`config.mk`:
```
export PLATFORM = sky130hd
export DESIGN_NAME = tl_source_shrinker
export DESIGN_NICKNAME = d
export VERILOG_FILES = /design/src/rtl/tl_source_shrinker_pkg.sv /design/src/rtl/tl_burst_tracker.sv /design/src/rtl/tl_source_shrinker_checker.sv /design/src/rtl/tl_source_shrinker.sv
export SDC_FILE = /design/constraint.sdc
export NUM_CORES = 1
export LEC_CHECK = 0
export CAP_MARGIN = 25
export CORE_AREA = 2 2 178 180
export CTS_BUF_LIST = sky130_fd_sc_hd__clkbuf_8
export CTS_CLUSTER_SIZE = 16
export DETAILED_ROUTE_END_ITERATION = 10
export DIE_AREA = 0 0 180 182
export PLACE_DENSITY = 0.51
export SETUP_SLACK_MARGIN = 0.2
export SYNTH_ARGS = -nofsm -noshare
export SYNTH_HDL_FRONTEND = slang
export SYNTH_SLANG_ARGS = --single-unit
```
`constraint.sdc`:
```
create_clock -name clk_i -period 3 [get_ports clk_i]
set_input_delay 0.3 -clock clk_i [delete_from_list [all_inputs] [get_ports clk_i]]
set_output_delay 0.3 -clock clk_i [all_outputs]
set_load 0.01 [all_outputs]
```
`src/rtl/tl_source_shrinker_pkg.sv`:
```
// Shared TileLink constants and beat-count helpers for the source shrinker slice.
package tl_source_shrinker_pkg;

    // A-channel opcodes used by the TL-UL/UH traffic this slice handles.
    localparam logic [2:0] TlPutFullData    = 3'd0;
    localparam logic [2:0] TlPutPartialData = 3'd1;
    localparam logic [2:0] TlGet            = 3'd4;

    // D-channel opcodes.
    localparam logic [2:0] TlAccessAck      = 3'd0;
    localparam logic [2:0] TlAccessAckData  = 3'd1;

    // A messages carry data for opcodes below Get. On D, the data-carrying
    // responses (AccessAckData, GrantData) are the ones with opcode bit 0 set.
    function automatic logic tl_has_data(input logic is_d_chan, input logic [2:0] opcode);
        logic result;
        if (is_d_chan) begin
            result = opcode[0];
        end else begin
            result = (opcode < 3'd4);
        end
        return result;
    endfunction

    // Number of beats in a message: a data-carrying message larger than one
    // beat spans 2**(size - beat_log2) beats, everything else is one beat.
    function automatic int unsigned tl_num_beats(input logic        has_data,
                                                 input int unsigned size,
                                                 input int unsigned beat_log2);
        int unsigned beats;
        if (has_data && (size > beat_log2)) begin
            beats = 32'd1 << (size - beat_log2);
        end else begin
            beats = 32'd1;
        end
        return beats;
    endfunction

endpackage

```
`src/rtl/tl_burst_tracker.sv`:
```
// Tracks beat position within TileLink messages on one channel and flags the
// first and last beat of each message.
module tl_burst_tracker
    import tl_source_shrinker_pkg::*;
#(
    parameter int DataWidth = 64,
    parameter int MaxSize   = 6,
    parameter int SizeWidth = 3,
    parameter bit IsDChan   = 1'b0
) (
    input  logic                 clk_i,
    input  logic                 rst_ni,
    input  logic                 valid_i,
    input  logic                 ready_i,
    input  logic [2:0]           opcode_i,
    input  logic [SizeWidth-1:0] size_i,
    output logic                 first_o,
    output logic                 last_o
);

    localparam int unsigned BeatLog2 = $clog2(DataWidth / 8);
    localparam int          CntWidth = MaxSize + 1;
    localparam logic [CntWidth-1:0] CntZero = {CntWidth{1'b0}};
    localparam logic [CntWidth-1:0] CntOne  = {{(CntWidth-1){1'b0}}, 1'b1};

    // Beats still owed by the message in flight; zero means the next beat is a first beat.
    logic [CntWidth-1:0] beats_left_q;
    logic [CntWidth-1:0] beats_left_d;
    logic [CntWidth-1:0] msg_beats;

    // Decode message length and advance the beat counter on each handshake.
    always_comb begin
        msg_beats = CntWidth'(tl_num_beats(tl_has_data(IsDChan, opcode_i),
                                           {{(32-SizeWidth){1'b0}}, size_i},
                                           BeatLog2));
        first_o   = (beats_left_q == CntZero);
        if (first_o) begin
            last_o = (msg_beats == CntOne);
        end else begin
            last_o = (beats_left_q == CntOne);
        end
        beats_left_d = beats_left_q;
        if (valid_i && ready_i) begin
            if (first_o) begin
                beats_left_d = msg_beats - CntOne;
            end else begin
                beats_left_d = beats_left_q - CntOne;
            end
        end else begin
            beats_left_d = beats_left_q;
        end
    end

    // Beat counter register.
    always_ff @(posedge clk_i or negedge rst_ni) begin
        if (!rst_ni) begin
            beats_left_q <= CntZero;
        end else begin
            beats_left_q <= beats_left_d;
        end
    end

endmodule

```
`src/rtl/tl_source_shrinker_checker.sv`:
```
// Simulation checks on the source shrinker ID table: no duplicate host source
// may be admitted, and no response may arrive for an unallocated device ID.
module tl_source_shrinker_checker #(
    parameter int HostSourceWidth   = 4,
    parameter int DeviceSourceWidth = 2,
    localparam int NumId = 32'd1 << DeviceSourceWidth
) (
    input logic                              clk_i,
    input logic                              rst_ni,
    input logic                              a_first_hs_i,
    input logic [HostSourceWidth-1:0]        a_source_i,
    input logic                              d_valid_i,
    input logic [DeviceSourceWidth-1:0]      d_source_i,
    input logic [NumId-1:0]                  valid_i,
    input logic [NumId*HostSourceWidth-1:0]  orig_i
);

    logic dup_source;
    logic d_stray;

    // Look for the incoming host source among live entries and for a response to a dead entry.
    always_comb begin
        dup_source = 1'b0;
        for (int i = 0; i < NumId; i++) begin
            if (valid_i[i] && (orig_i[i*HostSourceWidth +: HostSourceWidth] == a_source_i)) begin
                dup_source = 1'b1;
            end else begin
                dup_source = dup_source;
            end
        end
        d_stray = d_valid_i && !valid_i[d_source_i];
    end

    a_source_unique: assert property (@(posedge clk_i) disable iff (!rst_ni)
        !(a_first_hs_i && dup_source))
        else $error("tl_source_shrinker: host source %0d already outstanding", a_source_i);

    d_source_known: assert property (@(posedge clk_i) disable iff (!rst_ni)
        !d_stray)
        else $error("tl_source_shrinker: D beat for unallocated device id %0d", d_source_i);

endmodule

```
`src/rtl/tl_source_shrinker.sv`:
```
// Narrows the TileLink source-ID space: allocates a small device ID on each A
// message, remembers the host source, and restores it on the D response.
module tl_source_shrinker
    import tl_source_shrinker_pkg::*;
#(
    parameter int AddrWidth         = 56,
    parameter int DataWidth         = 64,
    parameter int SinkWidth         = 1,
    parameter int HostSourceWidth   = 4,
    parameter int DeviceSourceWidth = 2,
    parameter int MaxSize           = 6,
    localparam int SizeWidth        = $clog2(MaxSize + 1)
) (
    input  logic                         clk_i,
    input  logic                         rst_ni,

    // Host link (this block is the device)
    input  logic                         host_a_valid,
    output logic                         host_a_ready,
    input  logic [2:0]                   host_a_opcode,
    input  logic [2:0]                   host_a_param,
    input  logic [SizeWidth-1:0]         host_a_size,
    input  logic [HostSourceWidth-1:0]   host_a_source,
    input  logic [AddrWidth-1:0]         host_a_address,
    input  logic [DataWidth/8-1:0]       host_a_mask,
    input  logic [DataWidth-1:0]         host_a_data,
    input  logic                         host_a_corrupt,
    output logic                         host_b_valid,
    output logic                         host_c_ready,
    output logic                         host_d_valid,
    input  logic                         host_d_ready,
    output logic [2:0]                   host_d_opcode,
    output logic [1:0]                   host_d_param,
    output logic [SizeWidth-1:0]         host_d_size,
    output logic [HostSourceWidth-1:0]   host_d_source,
    output logic [SinkWidth-1:0]         host_d_sink,
    output logic                         host_d_denied,
    output logic [DataWidth-1:0]         host_d_data,
    output logic                         host_d_corrupt,
    output logic                         host_e_ready,

    // Device link (this block is the host)
    output logic                         device_a_valid,
    input  logic                         device_a_ready,
    output logic [2:0]                   device_a_opcode,
    output logic [2:0]                   device_a_param,
    output logic [SizeWidth-1:0]         device_a_size,
    output logic [DeviceSourceWidth-1:0] device_a_source,
    output logic [AddrWidth-1:0]         device_a_address,
    output logic [DataWidth/8-1:0]       device_a_mask,
    output logic [DataWidth-1:0]         device_a_data,
    output logic                         device_a_corrupt,
    output logic                         device_b_ready,
    output logic                         device_c_valid,
    input  logic                         device_d_valid,
    output logic                         device_d_ready,
    input  logic [2:0]                   device_d_opcode,
    input  logic [1:0]                   device_d_param,
    input  logic [SizeWidth-1:0]         device_d_size,
    input  logic [DeviceSourceWidth-1:0] device_d_source,
    input  logic [SinkWidth-1:0]         device_d_sink,
    input  logic                         device_d_denied,
    input  logic [DataWidth-1:0]         device_d_data,
    input  logic                         device_d_corrupt,
    output logic                         device_e_valid
);

    localparam int NumId = 32'd1 << DeviceSourceWidth;

    if (DeviceSourceWidth >= HostSourceWidth) begin : g_width_check
        $fatal(1, "tl_source_shrinker: DeviceSourceWidth must be narrower than HostSourceWidth");
    end

    typedef struct packed {
        logic                       valid;
        logic [HostSourceWidth-1:0] orig_source;
    } entry_t;

    // Lowest-index set bit of the free vector; only meaningful when any bit is set.
    function automatic logic [DeviceSourceWidth-1:0] lowest_free(input logic [NumId-1:0] free);
        logic [DeviceSourceWidth-1:0] idx;
        idx = {DeviceSourceWidth{1'b0}};
        for (int i = NumId - 1; i >= 0; i--) begin
            if (free[i]) begin
                idx = DeviceSourceWidth'(i);
            end else begin
                idx = idx;
            end
        end
        return idx;
    endfunction

    entry_t                       entry_q [NumId];
    entry_t                       entry_d [NumId];
    logic [DeviceSourceWidth-1:0] cur_id_q;
    logic [DeviceSourceWidth-1:0] cur_id_d;

    logic [NumId-1:0]                 valid_vec;
    logic [NumId*HostSourceWidth-1:0] orig_flat;
    logic [NumId-1:0]                 free_vec;
    logic                             any_free;
    logic [DeviceSourceWidth-1:0]     alloc_id;
    logic                             a_first;
    logic                             a_last;
    logic                             d_first;
    logic                             d_last;
    logic                             a_hs;
    logic                             d_hs;
    logic                             unused_burst;

    // Burst position on the host A link; a_first gates allocation.
    tl_burst_tracker #(
        .DataWidth (DataWidth),
        .MaxSize   (MaxSize),
        .SizeWidth (SizeWidth),
        .IsDChan   (1'b0)
    ) u_a_tracker (
        .clk_i    (clk_i),
        .rst_ni   (rst_ni),
        .valid_i  (host_a_valid),
        .ready_i  (host_a_ready),
        .opcode_i (host_a_opcode),
        .size_i   (host_a_size),
        .first_o  (a_first),
        .last_o   (a_last)
    );

    // Burst position on the device D link; d_last triggers the release.
    tl_burst_tracker #(
        .DataWidth (DataWidth),
        .MaxSize   (MaxSize),
        .SizeWidth (SizeWidth),
        .IsDChan   (1'b1)
    ) u_d_tracker (
        .clk_i    (clk_i),
        .rst_ni   (rst_ni),
        .valid_i  (device_d_valid),
        .ready_i  (host_d_ready),
        .opcode_i (device_d_opcode),
        .size_i   (device_d_size),
        .first_o  (d_first),
        .last_o   (d_last)
    );

    assign unused_burst = a_last ^ d_first;

    // Flatten registered table state and pick the lowest free ID.
    always_comb begin
        valid_vec = {NumId{1'b0}};
        orig_flat = {(NumId*HostSourceWidth){1'b0}};
        for (int i = 0; i < NumId; i++) begin
            valid_vec[i] = entry_q[i].valid;
            orig_flat[i*HostSourceWidth +: HostSourceWidth] = entry_q[i].orig_source;
        end
        free_vec = ~valid_vec;
        any_free = |free_vec;
        alloc_id = lowest_free(free_vec);
    end

    // A channel: first beats wait for a free ID, later beats reuse the burst's ID.
    always_comb begin
        if (a_first) begin
            device_a_valid  = host_a_valid && any_free;
            host_a_ready    = device_a_ready && any_free;
            device_a_source = alloc_id;
        end else begin
            device_a_valid  = host_a_valid;
            host_a_ready    = device_a_ready;
            device_a_source = cur_id_q;
        end
    end

    assign device_a_opcode  = host_a_opcode;
    assign device_a_param   = host_a_param;
    assign device_a_size    = host_a_size;
    assign device_a_address = host_a_address;
    assign device_a_mask    = host_a_mask;
    assign device_a_data    = host_a_data;
    assign device_a_corrupt = host_a_corrupt;

    // D channel passes straight through with the original host source restored.
    assign host_d_valid   = device_d_valid;
    assign device_d_ready = host_d_ready;
    assign host_d_opcode  = device_d_opcode;
    assign host_d_param   = device_d_param;
    assign host_d_size    = device_d_size;
    assign host_d_source  = entry_q[device_d_source].orig_source;
    assign host_d_sink    = device_d_sink;
    assign host_d_denied  = device_d_denied;
    assign host_d_data    = device_d_data;
    assign host_d_corrupt = device_d_corrupt;

    assign host_b_valid   = 1'b0;
    assign host_c_ready   = 1'b1;
    assign host_e_ready   = 1'b1;
    assign device_b_ready = 1'b1;
    assign device_c_valid = 1'b0;
    assign device_e_valid = 1'b0;

    assign a_hs = host_a_valid && host_a_ready;
    assign d_hs = device_d_valid && host_d_ready;

    // Table update: allocation and release can land in the same cycle on distinct entries.
    always_comb begin
        entry_d  = entry_q;
        cur_id_d = cur_id_q;
        if (a_hs && a_first) begin
            entry_d[alloc_id].valid       = 1'b1;
            entry_d[alloc_id].orig_source = host_a_source;
            cur_id_d                      = alloc_id;
        end else begin
            cur_id_d = cur_id_q;
        end
        if (d_hs && d_last) begin
            entry_d[device_d_source].valid = 1'b0;
        end else begin
            cur_id_d = cur_id_d;
        end
    end

    // ID table and current-burst ID registers.
    always_ff @(posedge clk_i or negedge rst_ni) begin
        if (!rst_ni) begin
            for (int i = 0; i < NumId; i++) begin
                entry_q[i] <= '{valid: 1'b0, orig_source: {HostSourceWidth{1'b0}}};
            end
            cur_id_q <= {DeviceSourceWidth{1'b0}};
        end else begin
            entry_q  <= entry_d;
            cur_id_q <= cur_id_d;
        end
    end

    tl_source_shrinker_checker #(
        .HostSourceWidth   (HostSourceWidth),
        .DeviceSourceWidth (DeviceSourceWidth)
    ) u_checker (
        .clk_i        (clk_i),
        .rst_ni       (rst_ni),
        .a_first_hs_i (a_hs && a_first),
        .a_source_i   (host_a_source),
        .d_valid_i    (device_d_valid),
        .d_source_i   (device_d_source),
        .valid_i      (valid_vec),
        .orig_i       (orig_flat)
    );

endmodule

```
* Yosys cells after proc, flatten, opt, wreduce, memory -nomap -nowiden
Cells that the tools add are included.
Cells by class: reductions and logical operators 13, $add $sub $neg 6, shift-type cells 2, equal/unequal tests 2, multiplexer cells 26, order comparisons 7, bitwise gates (word level) 3
Operator list (count):
- left shift 1 x 32 -> 7 bit (first input constant) | 2
- bitwise mux 20 bit | 3
- two-way mux 20 bit | 2
- demux 5 bit (select 2 bit) | 3
- two-way mux 7 bit | 4
- subtractor 7 x 1 -> 7 bit (second input constant) | 4
- equality test 7 x 1 -> 1 bit (second input constant) | 2
- logical NOT 7 bit | 2
- two-way mux 4 bit | 3
- binary-select mux 5 bit (select 2 bit) | 1
- logical AND 1 bit | 10
- two-way mux 2 bit | 5
- two-way mux 5 bit | 2
- subtractor 3 x 2 -> 4 bit (second input constant) | 2
- >= comparator 3 bit (second input constant) | 2
- > comparator 3 x 2 -> 1 bit (second input constant) | 2
- less-than comparator 3 x 1 -> 1 bit (second input constant) | 2
- inverter 2 -> 3 bit | 2
- inverter 4 bit | 1
- OR reduction 4 bit | 1
- less-than comparator 3 bit (second input constant) | 1
- two-way mux 1 bit | 3
Storage, ports and cells: flip-flop bits (word level) 36, word-level logic and storage cells 70, input bits 225, output and inout bits 229

* Longest topological paths before layout
Gate-level depths: netlist (run 1).
word-level depth 15, depth in mapped cells 10, depth with buffers taken out 9

* Modules after synthesis
A second synthesis (run 1) with hierarchy kept.
Second synthesis, totals: cell total of the unflattened synthesis 437, area total of the unflattened synthesis 3927.5 sq um
By module, submodules not included:
- tl_source_shrinker | sequential area each 550.5 sq um, instances 1, cells an instance 304, area each 2751.4 sq um
- tl_burst_tracker (u_d_tracker) | sequential area each 175.2 sq um, instances 1, cells an instance 71, area each 603.1 sq um
- tl_burst_tracker (u_a_tracker) | sequential area each 175.2 sq um, instances 1, cells an instance 62, area each 573.0 sq um

* Least setup slack after synthesis (run 1)
No wires, ideal clock.
path kind input -> register, start input device_d_size[0], end register u_d_tracker.beats_left_q[4], path buffers 0, slack 0.803 ns, cell stages on the path 7, setup time 0.065 ns, data arrival time 2.132 ns, required time 2.935 ns, cell sequence ha_1 or4_1 ha_1 nor4b_1 o21ai_0 a31oi_1 o22a_1
On the way: longest elaborated chain between the ends 5, elaborated cells on any way between the ends 7, classes of those cells add/sub (2); order compare (1); shift (1); mux (2); reduce/logical (1)
Ends and longest elaborated chain:
- from (decl) | RTL line tl_source_shrinker.sv:59 | input logic [SizeWidth-1:0] device_d_size,
- subtractor 3 x 2 -> 4 bit or > comparator 3 x 2 -> 1 bit (tied branches) | RTL line tl_source_shrinker_pkg.sv:32, tl_source_shrinker_pkg.sv:31
- left shift 1 x 32 -> 7 bit or logical AND 1 bit (tied branches) | RTL line tl_source_shrinker_pkg.sv:32, tl_source_shrinker_pkg.sv:31
- two-way mux 7 bit (*) | RTL line tl_source_shrinker_pkg.sv:31 | if (has_data && (size > beat_log2)) begin
- subtractor 7 x 1 -> 7 bit (*) | RTL line tl_burst_tracker.sv:45 | beats_left_d = msg_beats - CntOne;
- two-way mux 7 bit (*) | RTL line tl_burst_tracker.sv:44 | if (first_o) begin
- to (signal assigned) | RTL line tl_burst_tracker.sv:57 | beats_left_q <= CntZero;
- to (signal assigned) | RTL line tl_burst_tracker.sv:59 | beats_left_q <= beats_left_d;
- to (decl) | RTL line tl_burst_tracker.sv:27 | logic [CntWidth-1:0] beats_left_q;
Mark *: on every way between the ends. The rest lies on a longest branch, timed or not. A chain may end at the register's enable or synchronous reset.

* Worst setup path in the final report (run 1)
start register u_a_tracker.beats_left_q[1], end output device_a_source[1]
On the way: longest elaborated chain between the ends 2
Ends and longest elaborated chain:
- from (decl) | RTL line tl_burst_tracker.sv:27
- from (signal assigned) | RTL line tl_burst_tracker.sv:57
- from (signal assigned) | RTL line tl_burst_tracker.sv:59
- logical NOT 7 bit | RTL line tl_burst_tracker.sv:36 | first_o = (beats_left_q == CntZero);
- two-way mux 2 bit | RTL line tl_source_shrinker.sv:162 | if (a_first) begin
- to (decl) | RTL line tl_source_shrinker.sv:48 | output logic [DeviceSourceWidth-1:0] device_a_source,
Every way passes these cells.

==> results of run 1 <==
[cell families after synthesis]
family,after synthesis,synth area share
xor+xnor,4,0.00881
flops,36,0.227
compound gates,59,0.0998
mux,20,0.0680
simple gates,88,0.133
fa+ha+maj,9,0.0283
buf+inv,234,0.434
other cells,2,0.00189
[stage by stage]
step                      total power [mW]  worst slack, ns
final                                 1.89            0.415
after global routing                  2.05            0.234
after CTS                             1.92            0.254
after detailed placement              1.51            0.280
after global placement                1.51            0.279
after floorplan                       1.54            0.803
[final timing paths]
kind / to / slack, ns / cells after the start
hold / removal: asynchronous set/reset pin / 0.31 / 2
min in group clk_i: cur_id_q[1] / 0.49 / 1
setup / recovery: device_a_source[1] / 0.42 / 6
hold reg to reg: cur_id_q[1] / 0.49 / 1
setup reg to reg: flop / 0.56 / 5
max in group asynchronous: u_a_tracker.beats_left_q[3] / 2.27 / 3
[layout make-up]
cell class | count | area, sq um | share of cell area
Tap cell | 402 | 503 | 0.149
Sequential cell | 36 | 901 | 0.267
Clock buffer | 5 | 68.8 | 0.0204
Multi-Input combinational cell | 186 | 1370 | 0.405
Inverter | 9 | 33.8 | 0.0100
Timing Repair Buffer | 50 | 478 | 0.142
Clock inverter | 3 | 23.8 | 0.00704
[power by group]
group / switching, mW / internal (mW)
combinational: 0.351 / 0.359
sequential: 0.164 / 0.636
clock: 0.212 / 0.165
[cells in the mapped netlist (all sizes together) (2+ instances only)]
cell type / n / share of area
a21o: 3 / 0.0057
a21oi: 8 / 0.010
a22oi: 2 / 0.0038
a31oi: 6 / 0.0094
a41oi: 6 / 0.013
and2: 4 / 0.0063
and4: 2 / 0.0050
buf: 222 / 0.42
clkbuf: 3 / 0.0054
conb: 2 / 0.0019
dfrtp: 36 / 0.23
ha: 9 / 0.028
inv: 9 / 0.0085
mux2: 16 / 0.045
mux4: 4 / 0.023
nand2: 18 / 0.017
nand2b: 2 / 0.0031
nand3: 2 / 0.0025
nand4: 3 / 0.0047
nor2: 20 / 0.020
nor2b: 5 / 0.0079
nor3: 7 / 0.011
nor3b: 4 / 0.0076
nor4: 5 / 0.012
nor4b: 5 / 0.011
o21ai: 16 / 0.020
o22a: 3 / 0.0066
o311ai: 2 / 0.0044
o31ai: 3 / 0.0057
or3: 2 / 0.0038
or3b: 2 / 0.0044
or4: 2 / 0.0047
xnor2: 3 / 0.0066
[layer usage]
| layer | track usage | vias up | part of all wire |
|---|---|---|---|
| met5 | 0.00444 | - | 0 |
| li1 | - | 986 | - |
| met2 | 0.0995 | 205 | 0.45 |
| met3 | 0.0505 | 94 | 0.16 |
| met4 | 0.0494 | 0 | 0.068 |
| met1 | 0.0619 | 1075 | 0.32 |
[worst register-to-register path, cell delays in order, from the launching register on]
cell,delay [ns]
dfrtp_1,0.42
or4_4,0.60
nor4_4,0.58
nand2_1,0.13
nor2_2,0.25
mux2_2,0.37
[what timing repair did]
item	4_1_cts	5_1_grt
hold endpoints to repair	0	13
hold buffers	0	1
resized for setup	0	1
endpoints found under the setup margin	0	2
buffers inserted	0	0
==> out/metrics.yaml, run 1 <==
outcome:
  status: "completed"
pwr:
  vdd_ir_drop_max_mv: 0.223
  power_leakage_nw: 1.25
  powerDensity_mw_per_mm2: 559
setup_path:
  critical_path.startpoint: "u_a_tracker.beats_left_q[1]"
  crit_path_start_kind: "flop"
  crit_type: "flop to output pin"
  cpPeakStageDelay_ns: 0.56
  required_ns: 2.70
  crit_chain: "nor4_1 > buf_4 > nand2_2 > a211oi_1 > a21o_1 > clkdlybuf4s50_1"
  end_kind: "output pin"
  cp_max_fo: 6
  crit_slowest_cell: "clkdlybuf4s50_1"
  path_buf_inv: 2
  r2r_start: "u_a_tracker.beats_left_q[1]"
  cp_top_family: "buffers and inverters"
  worstPathArrival_ns: 2.28
floorplanning:
  ioPinCount: 454
  fp.dieW_um: 180
  initial_core_util: 0.128
  dieArea_sq_mm: 0.0328
  rows: 65
  die_y_um: 182
  core_sq_mm: 0.0310
sta:
  holdWs_ns: 0.315
  hold_violations: 0
  timing.fmax_mhz: 387
  timing.final.crit_share: 0.862
  fin_skew_ns: 0.0107
  tightest_slew_ns: 0.632
  setup_viol: 0
  fin_crit_ns: 2.58
  rsz0062_at_grt: "false"
  setup_tns_ns: 0
  relSlewSlack: 0.574
  slew_violations: 0
clock_network:
  clockBufferDepth: 2
  htreeDepth: 2
  root_buffer: "clkbuf_8"
  clock_latency_ns: 0.30
  cts_tree: "done"
  numCtsBuffers: 5
  path_clk_slew_ns: 0.09
  cts.sink_count: 36
drt:
  drt_wl_total_um: 11200
  drt_pass1_iterations: 4
  ant_nets: 0
  drtIter0Drc: 135
  post-route-drc-count: 0
  vias: 2360
  vias_per_cell: 3.42
  wl_per_cell_um: 16.2
layout:
  final_cell_area_sq_mm: 0.00337
  diodes: 0
  fill_cells: 3536
  final_util: 0.109
  drive_gt1_frac: 0.187
  area_delta_synth_final_pct: -15.1
  final_cell_mix: "36 x dfrtp_1, 36 x clkdlybuf4s50_1, 19 x nor2_1, 17 x nand2_1"
  final_cells: 691
  fin_nets: 522
global_route:
  antenna_found_initial: 0
  grt_max_degree: 37
  grt_pass1_wl_um: 16200
  grt_pass1_vias: 2405
  overflow: 0
  grt_use_total: 0.0666
logic_synthesis:
  yosys.cell_types.count: 56
  ys_warn_count: 0
  ys_async_sr_fraction: 1.00
  ys_seq_elements: 36
  syn_avg_cell_area_sq_um: 8.79
  syn_inst: 452
  synth_ff_type: "dfrtp_1"
  syn_area_sq_mm: 0.00398
  synth_edf_count: 0
  ys_seq_area_frac: 0.227
placed_design:
  place_area_sq_mm: 0.00325
  io_buffer_count: 37
  dpl.cell_count: 681
  dp_hpwl_um: 9250
  gp_congestion: 0.736
hold_path:
  hold_path.class: "input port to asynchronous set/reset pin"
job:
  drv_cap: 0
No activity file was read; power rests on OpenSTA's default activity.
==> inputs of run 2 (changes only) <==
CAP_MARGIN = 20   (was 25)
CTS_CLUSTER_SIZE = 40   (was 16)
SETUP_SLACK_MARGIN = not set   (was 0.2)
==> run 2 against run 1 <==
  * Global-route usage did not move
  * Flip-flop and latch count unchanged
  * Clock skew barely moved
  * Cell count decreased by 0.29%
  * Register-to-register slack about the same
  * Die area did not move
  * Combinational power is 1% lower
  * Non-clock buffer count shrank 2
  * Total power down 0.38%
==> out/metrics.yaml, run 2 (same netlist as run 1, synthesis figures left out) <==
clock_network:
  clock_latency_ns: 0.30  # about the same
  cts_tree: "done"
  ctsHoldBuffers: 0  # unchanged
  path_clk_slew_ns: 0.09  # about the same
  numCtsBuffers: 5  # unchanged
  cts_resized: 0  # unchanged
  htreeDepth: 2  # unchanged
  root_buffer: "clkbuf_8"
  cts_setup_buffers: 0  # unchanged
  clockBufferDepth: 2  # unchanged
  cts.sink_count: 36  # unchanged
sta:
  tightest_slew_ns: 0.899  # +0.267 ns
  timing.fmax_mhz: 374  # -3.2%
  relSlewSlack: 0.401  # -0.173
  hold_violations: 0  # unchanged
  setup_viol: 0  # unchanged
  slew_violations: 0  # unchanged
  timing.final.crit_share: 0.890  # +0.0284
  fin_crit_ns: 2.67  # +0.0853 ns
  holdWs_ns: 0.112  # -0.203 ns
  rsz0062_at_grt: "false"
  setup_tns_ns: 0  # unchanged
  fin_skew_ns: 0.0107  # -0.0000658 ns
job:
  drv_cap: 0  # unchanged
placed_design:
  dp_hpwl_um: 9250  # unchanged
  dpl.cell_count: 681  # unchanged
  io_buffer_count: 37  # unchanged
  gp_congestion: 0.736  # unchanged
drt:
  vias_per_cell: 3.39  # -0.69%
  drtIter0Drc: 128  # -5.2%
  drt_wl_total_um: 11200  # -0.14%
  post-route-drc-count: 0  # unchanged
  vias: 2337  # -0.97%
  wl_per_cell_um: 16.3  # +0.15%
  ant_nets: 0  # unchanged
  drt_pass1_iterations: 4  # unchanged
setup_path:
  end_kind: "output pin"
  crit_chain: "nor4_1 > buf_4 > nand2_1 > a211oi_1 > a21o_1 > clkdlybuf4s50_1"
  path_buf_inv: 2  # unchanged
  worstPathArrival_ns: 2.37  # +0.09 ns
  cp_max_fo: 6  # unchanged
  crit_slowest_cell: "clkdlybuf4s50_1"
  cp_top_family: "buffers and inverters"
  required_ns: 2.70  # about the same
  crit_type: "flop to output pin"
  crit_path_start_kind: "flop"
  cpPeakStageDelay_ns: 0.56  # about the same
pwr:
  power_leakage_nw: 1.24  # -1.1%
  vdd_ir_drop_max_mv: 0.185  # -17%
  power_mw: 1.88  # -0.38%
  powerDensity_mw_per_mm2: 562  # +0.59%
global_route:
  grt_pass1_wl_um: 16200  # unchanged
  grt_pass1_vias: 2405  # unchanged
  grt_max_degree: 37  # unchanged
  overflow: 0  # unchanged
  grt_use_total: 0.0666  # unchanged
  antenna_found_initial: 0  # unchanged
layout:
  drive_gt1_frac: 0.181  # -0.00567
  fill_cells: 3538  # +0.057%
  diodes: 0  # unchanged
  area_delta_synth_final_pct: -15.9
  fin_nets: 520  # -0.38%
  final_util: 0.108  # -0.00105
  final_cells: 689  # -0.29%
  final_cell_mix: "36 x dfrtp_1, 36 x clkdlybuf4s50_1, 19 x nor2_1, 18 x nand2_1"
floorplanning:
  initial_core_util: 0.128  # unchanged
  rows: 65  # unchanged
  core_sq_mm: 0.0310  # unchanged
  dieArea_sq_mm: 0.0328  # unchanged
  fp.dieW_um: 180  # unchanged
  die_y_um: 182  # unchanged
  ioPinCount: 454  # unchanged
hold_path:
  hold_path.class: "input port to asynchronous set/reset pin"
outcome:
  status: "completed"
-- run 2: cell type report --
class / count / area (sq um) / share of cell area
Clock buffer: 5 / 68.8 / 0.0206
Clock inverter: 3 / 23.8 / 0.00711
Inverter: 9 / 33.8 / 0.0101
Multi-Input combinational cell: 186 / 1360 / 0.408
Sequential cell: 36 / 901 / 0.270
Tap cell: 402 / 503 / 0.151
Timing Repair Buffer: 48 / 448 / 0.134
-- run 2: path summary, 6_finish.rpt --
check,end,cells after the start,start,slack [ns]
max,device_a_source[1],6,u_a_tracker.beats_left_q[1],0.33
min,asynchronous set/reset pin,1,rst_ni,0.11
max reg2reg,flop,5,u_a_tracker.beats_left_q[1],0.56
min reg2reg,cur_id_q[1],1,cur_id_q[1],0.49
max in group asynchronous,u_a_tracker.beats_left_q[5],1,rst_ni,2.31
min in group clk_i,cur_id_q[1],1,cur_id_q[1],0.49
-- run 2: per-stage QoR --
stage | worst slack (ns) | instance area (sq um)
after floorplan | 0.803 | 3990
after global placement | 0.279 | 3250
after detailed placement | 0.280 | 3250
after CTS | 0.254 | 3340
after global routing | 0.101 | 3340
final | 0.330 | 3340
-- run 2: report_power, final --
part	switching [mW]	internal [mW]
clock network	0.213	0.165
registers	0.164	0.636
logic	0.347	0.354
-- run 2: worst reg2reg max path, delay by kind of cell (launching register included) --
family	cells	cell delay, ns
mux	1	0.37
simple gates	4	1.56
flops	1	0.42
-- run 2: per-layer routing --
| metal | GRT usage | share of wire | wire [um] |
|---|---|---|---|
| met1 | 0.0619 | 0.32 | 3550 |
| met2 | 0.0995 | 0.44 | 4980 |
| met3 | 0.0505 | 0.17 | 1910 |
| met4 | 0.0494 | 0.068 | 762 |
| met5 | 0.00444 | 0 | 0 |
